**src/rtl/popcount_accum_if.sv**
```systemverilog
// Handshake bundle for popcount_accum: beat input channel and frame-result
// output channel.
interface popcount_accum_if #(
  parameter int CNT_W  = 8,
  parameter int BEAT_W = 8
) ();
  logic              in_valid;
  logic              in_ready;
  logic [3:0]        in_bits;
  logic              in_cin;
  logic              in_last;
  logic              out_valid;
  logic              out_ready;
  logic [CNT_W-1:0]  out_count;
  logic [BEAT_W-1:0] out_beats;
  logic              out_ovf;

  modport master (
    output in_valid, in_bits, in_cin, in_last, out_ready,
    input  in_ready, out_valid, out_count, out_beats, out_ovf
  );

  modport slave (
    input  in_valid, in_bits, in_cin, in_last, out_ready,
    output in_ready, out_valid, out_count, out_beats, out_ovf
  );
endinterface

```
**src/rtl/popcount_accum.sv**
```systemverilog
// Frame popcount accumulator: sums set bits of {in_bits,in_cin} over a frame,
// counts beats, and presents saturating totals until downstream takes them.
module popcount_accum #(
  parameter int CNT_W  = 8,
  parameter int BEAT_W = 8
) (
  input  logic             clk,
  input  logic             rst_n,
  popcount_accum_if.slave  bus
);

  typedef enum logic [1:0] {
    IDLE  = 2'd0,
    ACCUM = 2'd1,
    HOLD  = 2'd2
  } state_t;

  state_t            r_state;
  logic              r_in_ready;
  logic              r_out_valid;
  logic              r_ovf;
  logic [CNT_W-1:0]  r_acc;
  logic [BEAT_W-1:0] r_beats;

  logic              w_accept;
  logic [CNT_W:0]    w_weight;
  logic [CNT_W:0]    w_sum;
  logic              w_acc_clip;
  logic              w_beat_clip;
  logic [CNT_W-1:0]  w_acc_next;
  logic [BEAT_W-1:0] w_beats_next;

  // Five-input bit count as the 3-bit value {c1,c0,s}.
  function automatic logic [2:0] weight5(input logic [3:0] b, input logic c);
    weight5 = {2'b00, b[0]} + {2'b00, b[1]} + {2'b00, b[2]} + {2'b00, b[3]} + {2'b00, c};
  endfunction

  // Saturating next values for the accumulator and beat counter.
  always_comb begin
    w_accept     = bus.in_valid & r_in_ready;
    w_weight     = {{(CNT_W-2){1'b0}}, weight5(bus.in_bits, bus.in_cin)};
    w_sum        = {1'b0, r_acc} + w_weight;
    w_acc_clip   = w_sum[CNT_W];
    w_beat_clip  = &r_beats;
    if (w_acc_clip) begin
      w_acc_next = {CNT_W{1'b1}};
    end else begin
      w_acc_next = w_sum[CNT_W-1:0];
    end
    if (w_beat_clip) begin
      w_beats_next = r_beats;
    end else begin
      w_beats_next = r_beats + {{(BEAT_W-1){1'b0}}, 1'b1};
    end
  end

  // Frame FSM; ready is registered so it stays low through reset and in HOLD.
  always_ff @(posedge clk or negedge rst_n) begin
    if (!rst_n) begin
      r_state     <= IDLE;
      r_in_ready  <= 1'b0;
      r_out_valid <= 1'b0;
      r_ovf       <= 1'b0;
      r_acc       <= {CNT_W{1'b0}};
      r_beats     <= {BEAT_W{1'b0}};
    end else begin
      case (r_state)
        IDLE, ACCUM: begin
          r_in_ready <= 1'b1;
          if (w_accept) begin
            r_acc   <= w_acc_next;
            r_beats <= w_beats_next;
            r_ovf   <= r_ovf | w_acc_clip | w_beat_clip;
            if (bus.in_last) begin
              r_state     <= HOLD;
              r_in_ready  <= 1'b0;
              r_out_valid <= 1'b1;
            end else begin
              r_state <= ACCUM;
            end
          end
        end
        HOLD: begin
          if (bus.out_ready) begin
            r_state     <= IDLE;
            r_in_ready  <= 1'b1;
            r_out_valid <= 1'b0;
            r_ovf       <= 1'b0;
            r_acc       <= {CNT_W{1'b0}};
            r_beats     <= {BEAT_W{1'b0}};
          end else begin
            r_state <= HOLD;
          end
        end
        default: begin
          r_state     <= IDLE;
          r_in_ready  <= 1'b0;
          r_out_valid <= 1'b0;
          r_ovf       <= 1'b0;
          r_acc       <= {CNT_W{1'b0}};
          r_beats     <= {BEAT_W{1'b0}};
        end
      endcase
    end
  end

  assign bus.in_ready  = r_in_ready;
  assign bus.out_valid = r_out_valid;
  assign bus.out_count = r_acc;
  assign bus.out_beats = r_beats;
  assign bus.out_ovf   = r_ovf;

endmodule

```
**src/flat_wrapper.sv**
```systemverilog
// flat-port wrapper written by rule: the top's interface ports become plain ports
module popcount_accum_flat 
#(
  parameter int CNT_W  = 8,
  parameter int BEAT_W = 8
)
  (clk, rst_n, bus_in_valid, bus_in_bits, bus_in_cin, bus_in_last, bus_out_ready, bus_in_ready, bus_out_valid, bus_out_count, bus_out_beats, bus_out_ovf);
  popcount_accum_if #(.CNT_W(CNT_W), .BEAT_W(BEAT_W)) bus_i ();
  input  logic clk;
  input  logic rst_n;
  input wire logic [$bits(bus_i.in_valid)-1:0] bus_in_valid;
  input wire logic [$bits(bus_i.in_bits)-1:0] bus_in_bits;
  input wire logic [$bits(bus_i.in_cin)-1:0] bus_in_cin;
  input wire logic [$bits(bus_i.in_last)-1:0] bus_in_last;
  input wire logic [$bits(bus_i.out_ready)-1:0] bus_out_ready;
  output wire logic [$bits(bus_i.in_ready)-1:0] bus_in_ready;
  output wire logic [$bits(bus_i.out_valid)-1:0] bus_out_valid;
  output wire logic [$bits(bus_i.out_count)-1:0] bus_out_count;
  output wire logic [$bits(bus_i.out_beats)-1:0] bus_out_beats;
  output wire logic [$bits(bus_i.out_ovf)-1:0] bus_out_ovf;
  assign bus_i.in_valid = bus_in_valid;
  assign bus_i.in_bits = bus_in_bits;
  assign bus_i.in_cin = bus_in_cin;
  assign bus_i.in_last = bus_in_last;
  assign bus_i.out_ready = bus_out_ready;
  assign bus_in_ready = bus_i.in_ready;
  assign bus_out_valid = bus_i.out_valid;
  assign bus_out_count = bus_i.out_count;
  assign bus_out_beats = bus_i.out_beats;
  assign bus_out_ovf = bus_i.out_ovf;
  popcount_accum #(.CNT_W(CNT_W), .BEAT_W(BEAT_W)) u_core (.clk(clk), .rst_n(rst_n), .bus(bus_i));
endmodule
```
**config.mk**
```make
export PLATFORM = sky130hd
export DESIGN_NAME = popcount_accum_flat
export DESIGN_NICKNAME = d
export VERILOG_FILES = /design/src/rtl/popcount_accum_if.sv /design/src/rtl/popcount_accum.sv /design/src/flat_wrapper.sv
export SDC_FILE = /design/constraint.sdc
export NUM_CORES = 1
export LEC_CHECK = 0
export ABC_CLOCK_PERIOD_IN_PS = 1800
export BUFFER_PORTS_ARGS = -buffer_cell sky130_fd_sc_hd__buf_2
export CAP_MARGIN = 20
export CORE_MARGIN = 1
export CORE_UTILIZATION = 40
export DETAILED_ROUTE_END_ITERATION = 16
export PLACE_DENSITY = 0.66
export SLEW_MARGIN = 20
export SYNTH_ARGS = -nofsm -noshare
export SYNTH_HDL_FRONTEND = slang
export SYNTH_SLANG_ARGS = --single-unit
```
**constraint.sdc**
```tcl
create_clock -name clk -period 1.8 [get_ports clk]
set_clock_uncertainty 0.1 [all_clocks]
set_input_delay 0.27 -clock clk [delete_from_list [all_inputs] [get_ports clk]]
set_output_delay 0.27 -clock clk [all_outputs]
set_load 0.02 [all_outputs]
```
=== Word-level counts from Yosys, hierarchy flattened ===
Index checks and enable logic that the tools add are counted.

* $add $sub $neg: 6
* Equality and inequality tests: 6
* Multiplexer cells: 21
* Bitwise operators: 3
* Reduce and logical (&&, ||, !) cells: 6

{| class="wikitable"
|+ Operator list
! operator !! count
|-
| two-way mux 8 bit || 5
|-
| case mux 8 bit (2 select lines) || 2
|-
| adder 3 x 1 -> 3 bit || 3
|-
| adder 8 x 3 -> 9 bit || 1
|-
| adder 8 x 1 -> 8 bit, second input constant || 1
|-
| AND reduction 8 bit || 1
|-
| two-way mux 1 bit || 7
|-
| two-way mux 2 bit || 3
|-
| inequality test 2 bit, second input constant || 3
|-
| case mux 1 bit (2 select lines) || 3
|-
| AND reduction 3 bit || 2
|-
| case mux 2 bit (2 select lines) || 1
|-
| adder 1 x 1 -> 2 bit || 1
|-
| == test 2 x 1 -> 1 bit, second input constant || 1
|-
| == test 2 bit, second input constant || 1
|-
| logical NOT 2 bit || 1
|-
| inequality test 2 x 1 -> 1 bit, second input constant || 1
|-
| OR 1 bit || 2
|-
| AND reduction 2 bit || 1
|-
| OR reduction 2 bit || 1
|-
| AND 1 bit || 1
|}

* Register bits: 21
* Logic and storage cells: 48

=== Depth between registers and ports, before layout ===
* Depth after elaboration: 9
* Mapped depth: 12
* Depth with buffers taken out: 12

=== Least setup slack after synthesis ===
No wires, ideal clock.

* Path kind: input-to-reg
* Start: input bus_in_bits[0]
* End: register u_core.r_acc[5] (netlist: u_core.bus.out_count[5])
* Library setup time: 99 ps
* Arrival: 2827 ps
* Required time: 1601 ps
* Path slack: -1226 ps
* Stages on the path: 12
* Path buffers: 0
* Path through: ha_1 inv_1 fa_1 inv_1 ha_1 fa_1 inv_1 fa_1 nand2b_1 a21oi_1 nor2_1 a311oi_1

* Cells in the longest elaborated chain, start to end: 8

{| class="wikitable"
|+ Ends and longest elaborated chain
! item !! line !! RTL
|-
| start: declaration || flat_wrapper.sv:12 || <nowiki>input wire logic [$bits(bus_i.in_bits)-1:0] bus_in_bits;</nowiki>
|-
| adder 1 x 1 -> 2 bit || popcount_accum.sv:35 || <nowiki>weight5 = {2'b00, b[0]} + {2'b00, b[1]} + {2'b00, b[2]} + {2'b00, b[3]} + {2'b00, c};</nowiki>
|-
| adder 3 x 1 -> 3 bit (3 in a row) || popcount_accum.sv:35 ||
|-
| adder 8 x 3 -> 9 bit || popcount_accum.sv:42 || <nowiki>w_sum = {1'b0, r_acc} + w_weight;</nowiki>
|-
| two-way mux 8 bit || popcount_accum.sv:45 || <nowiki>if (w_acc_clip) begin</nowiki>
|-
| two-way mux 8 bit || popcount_accum.sv:70 || <nowiki>if (w_accept) begin</nowiki>
|-
| case mux 8 bit (2 select lines) || popcount_accum.sv:67 || <nowiki>case (r_state)</nowiki>
|-
| end signal: assignment || popcount_accum.sv:64 || <nowiki>r_acc <= {CNT_W{1'b0}};</nowiki>
|-
| end signal: assignment || popcount_accum.sv:71 || <nowiki>r_acc <= w_acc_next;</nowiki>
|-
| end signal: assignment || popcount_accum.sv:89 || <nowiki>r_acc <= {CNT_W{1'b0}};</nowiki>
|-
| end: declaration || popcount_accum.sv:22 || <nowiki>logic [CNT_W-1:0] r_acc;</nowiki>
|}

No other way between the ends. The select of a mux whose other input is x is not followed.
A chain may end at the register's enable or synchronous reset.

=== Worst setup path in the final report ===
* Start: input bus_in_bits[1]
* End: register u_core.r_acc[2] (netlist: u_core.bus.out_count[2])

Same word-level chain as after synthesis.

==> results.json <==
{
  "combPwrFrac_pct": 51.9,
  "synth_top_family_by_area": "compound AO/OA/AOI/OAI gates",
  "yosysWarnings": 0,
  "placed_cells": 210,
  "violations": "setup timing",
  "core_sq_um": 3100,
  "worstMarginPinSlew_ns": 0.483,
  "critical_path.max_fanout": 4,
  "intPower_uw": 1140,
  "worstSetupStartpointType": "primary input",
  "p_leak_uw": 0.000821,
  "grt_start_max_net_pins": 22,
  "maxSlewHeadroom_pct": 67.8,
  "ys_types": 43,
  "floorplan.initialDensity_pct": 43.0,
  "ys_seq_elements": 21,
  "vias": 1189,
  "synth_seq_area_share_pct": 39.4,
  "cts_num_sinks": 21,
  "final_cells": 217,
  "setup_violations": 9,
  "grt_antenna_before_repair": 0,
  "end_kind": "flip-flop",
  "gr-total-overflow": 0,
  "drtAntennaViolNets": 0,
  "synth_area_sq_um": 1340,
  "cp.required_ns": 1.96,
  "cts_root_buf": "clkbuf_4",
  "antenna_cells": 0,
  "setup_slack_ns": -0.961,
  "crit_end": "u_core.bus.out_count[2]$_DFFE_PN0P_",
  "htreeDepth": 1,
  "num_rows": 20,
  "hold_viol": 0,
  "io_pins": 29,
  "clockBufferDepth": 2,
  "drc_errors": 0,
  "cts_buffers": 3,
  "maxCapViolations": 0,
  "clock_latency_ns": 0.31,
  "dp_hpwl_mm": 2.30,
  "place_congestion": 0.803,
  "reg2regPathDepth": 7,
  "synth-simple-area-share_pct": 17.2,
  "grt_pass1_wl_mm": 5.24,
  "rr_startpoint": "u_core.bus.out_count[0]$_DFFE_PN0P_",
  "status": "complete, but fails checks",
  "clock_power_share_pct": 11.8,
  "via_per_inst": 5.48,
  "synth-xor-area-share_pct": 0.656,
  "firstDrtPassIters": 4,
  "max_freq_mhz": 362,
  "synth-adder-area-share_pct": 10.1,
  "routed_wirelength_mm": 3.15,
  "tritoncts": "built",
  "grt_pass1_vias": 1110,
  "netSwitchingPower_uw": 881,
  "final-max-slew-violation-count": 0,
  "p_seq_share_pct": 36.2,
  "fin_crit_sh_pct": 153,
  "die_area_sq_um": 3570,
  "drt_first_iter_violations": 69,
  "seq_area_sq_um": 526,
  "critPathArrivalTime_ns": 2.92,
  "synth_fp_nets": 151,
  "synthToLayoutAreaGrowth_pct": 30.6,
  "die_y_um": 59.8,
  "grt.total_usage_pct": 19.6,
  "finalCoreUtilization_pct": 56.2,
  "rsz0062_at_grt": "true",
  "drive_gt1_share_pct": 41.6,
  "p_per_area_nw_per_um2": 1160,
  "fill_cells": 288,
  "drt-wirelength-per-cell_um": 14.5,
  "nets": 193,
  "reg2reg_to": "u_core.bus.out_count[2]$_DFFE_PN0P_",
  "vdd_ir_drop_max_mv": 0.558,
  "swShare_pct": 43.6,
  "ff2ff_setup_slack_ns": 0.04,
  "multi_input_area_sq_um": 850,
  "finalCriticalPeriod_ns": 2.76,
  "hp-class": "in -> reg",
  "io_buffers": 28,
  "syn_inst": 132,
  "synth_compound_area_share_pct": 24.3,
  "critPathLaunch": "bus_in_bits[1]",
  "clkSlewWorstSetupHoldPaths_ns": 0.12,
  "worstSetupPathType": "in -> reg",
  "synthMuxAreaShare_pct": 3.00,
  "die_w_um": 59.8,
  "synth_area_per_cell_sq_um": 10.1
}
[sequential cells by signal (all words and copies together) (netlist names)]
name / flops
u_core.bus.out_ovf: 1
u_core.r_state: 2
u_core.bus.out_valid: 1
u_core.bus.out_count: 8
u_core.bus.in_ready: 1
u_core.bus.out_beats: 8
[synth_stat cells]
cell type,number,area (sq um)
a211oi_1,2,15.0
a211oi_2,1,12.5
a21o_1,2,15.0
a21oi_1,11,55.1
a22oi_4,2,42.5
a311oi_1,3,26.3
a31o_1,1,8.76
a31oi_1,2,12.5
a32o_1,1,10.0
a32oi_1,1,8.76
and2_1,2,12.5
and3_1,1,6.26
and3_2,3,22.5
and3b_1,1,8.76
and4_1,1,8.76
buf_4,1,7.51
buf_6,2,22.5
dfrtp_1,21,526
fa_1,3,60.1
ha_1,6,75.1
inv_1,11,41.3
mux2i_1,4,40.0
nand2_1,8,30.0
nand2b_1,2,12.5
nand3_1,3,15.0
nand3b_1,1,7.51
nand3b_4,1,20.0
nand4_1,1,6.26
nand4_2,1,12.5
nor2_1,11,41.3
nor2_2,1,6.26
nor2b_1,2,12.5
o2111ai_1,1,8.76
o21a_1,1,7.51
o21ai_0,8,40.0
o21ai_2,1,8.76
o21bai_1,1,7.51
o221ai_1,2,17.5
o311a_2,1,11.3
o31ai_1,1,7.51
o32ai_1,1,8.76
or2b_1,1,7.51
xor2_1,1,8.76
[cells by family (layout without fill, tap and decap cells)]
logic type,count (synthesis),in the layout
buffers and inverters,14,55
DFF,21,21
muxes,4,4
and+or+nand+nor,40,40
adders and majority gates,9,9
AOI/OAI and AO/OA,43,43
xor gates and xnor gates,1,1
[per-layer routing]
layer	routed length, um	up-vias	global-route usage (%)	share of wire (%)
li1	-	568	-	-
met1	1500	591	28.3	48
met2	1490	26	29.7	47
met3	119	4	3.03	3.8
met4	39	0	6.64	1.2
met5	0	-	0	0
[power groups by stage]
stage	combinational (uW)	sequential [uW]	clock, uW
4_1_cts	1030	728	241
3_5_place_dp	956	730	0
6_report	1050	732	239
5_1_grt	1150	755	267
3_3_place_gp	929	725	0
2_1_floorplan	516	852	0
[stage by stage]
step	setup slack, ns	setup TNS, ns	power [uW]	hold WS, ns	area, sq um
detailed placement	-1.37	-11.55	1690	0.159	1620
CTS	-0.975	-8.27	2000	0.0720	1720
finish	-0.961	-8.13	2020	0.0717	1740
global route	-1.03	-8.85	2170	0.0809	1740
global placement	-1.27	-10.98	1650	0.160	1620
floorplan	-1.05	-9.16	1370	-0.126	1380
[critical path: stages]
cell and delay (ns):
buf_6 0.09, ha_4 0.25, inv_2 0.03, fa_1 0.47, inv_1 0.04, ha_2 0.17
fa_1 0.53, inv_2 0.05, fa_2 0.39, nor2b_4 0.20, o2111ai_4 0.16, a21oi_2 0.16
a21o_1 0.10
[repair_timing]
action / in CTS / in global routing
resized for setup: 9 / 6
hold buffers: 1 / 0
pin swaps: 5 / 7
gates cloned: 0 / 0
hold endpoints to repair: 21 / 0
setup buffers: 2 / 0
setup endpoints to repair: 9 / 10
[cell usage in the layout (no fill, tap or decap), types with 3 or more instances in the layout]
master    instances
inv_1             9
buf_2            26
ha_1              3
a21oi_1           7
nand2_1           8
a311oi_1          3
a21oi_2           3
o21ai_0           7
nor2_1           11
and3_2            3
clkbuf_4          3
buf_4            11
nand3_1           3
dfrtp_1          21
mux2i_1           4
[layout make-up]
class	count	share of cell area, %
Clock buffer	3	1.29
Inverter	11	2.37
Multi-Input combinational cell	97	48.7
Clock inverter	1	0.287
Sequential cell	21	30.1
Tap cell	44	3.16
Timing Repair Buffer	40	14.1
[worst min path at each step]
stage | from | cells after the start | endpoint
floorplan | rst_n | 0 | u_core.bus.in_ready$_DFFE_PN0N_
global placement | rst_n | 1 | u_core.bus.out_valid$_DFFE_PN0P_
detailed placement | rst_n | 1 | u_core.bus.out_valid$_DFFE_PN0P_
CTS | bus_out_ready | 2 | u_core.r_state[1]$_DFFE_PN0N_
global route | bus_out_ready | 2 | u_core.r_state[1]$_DFFE_PN0N_
finish | bus_in_last | 2 | u_core.r_state[0]$_DFFE_PN0N_
Power figures use the tool's default switching activity.
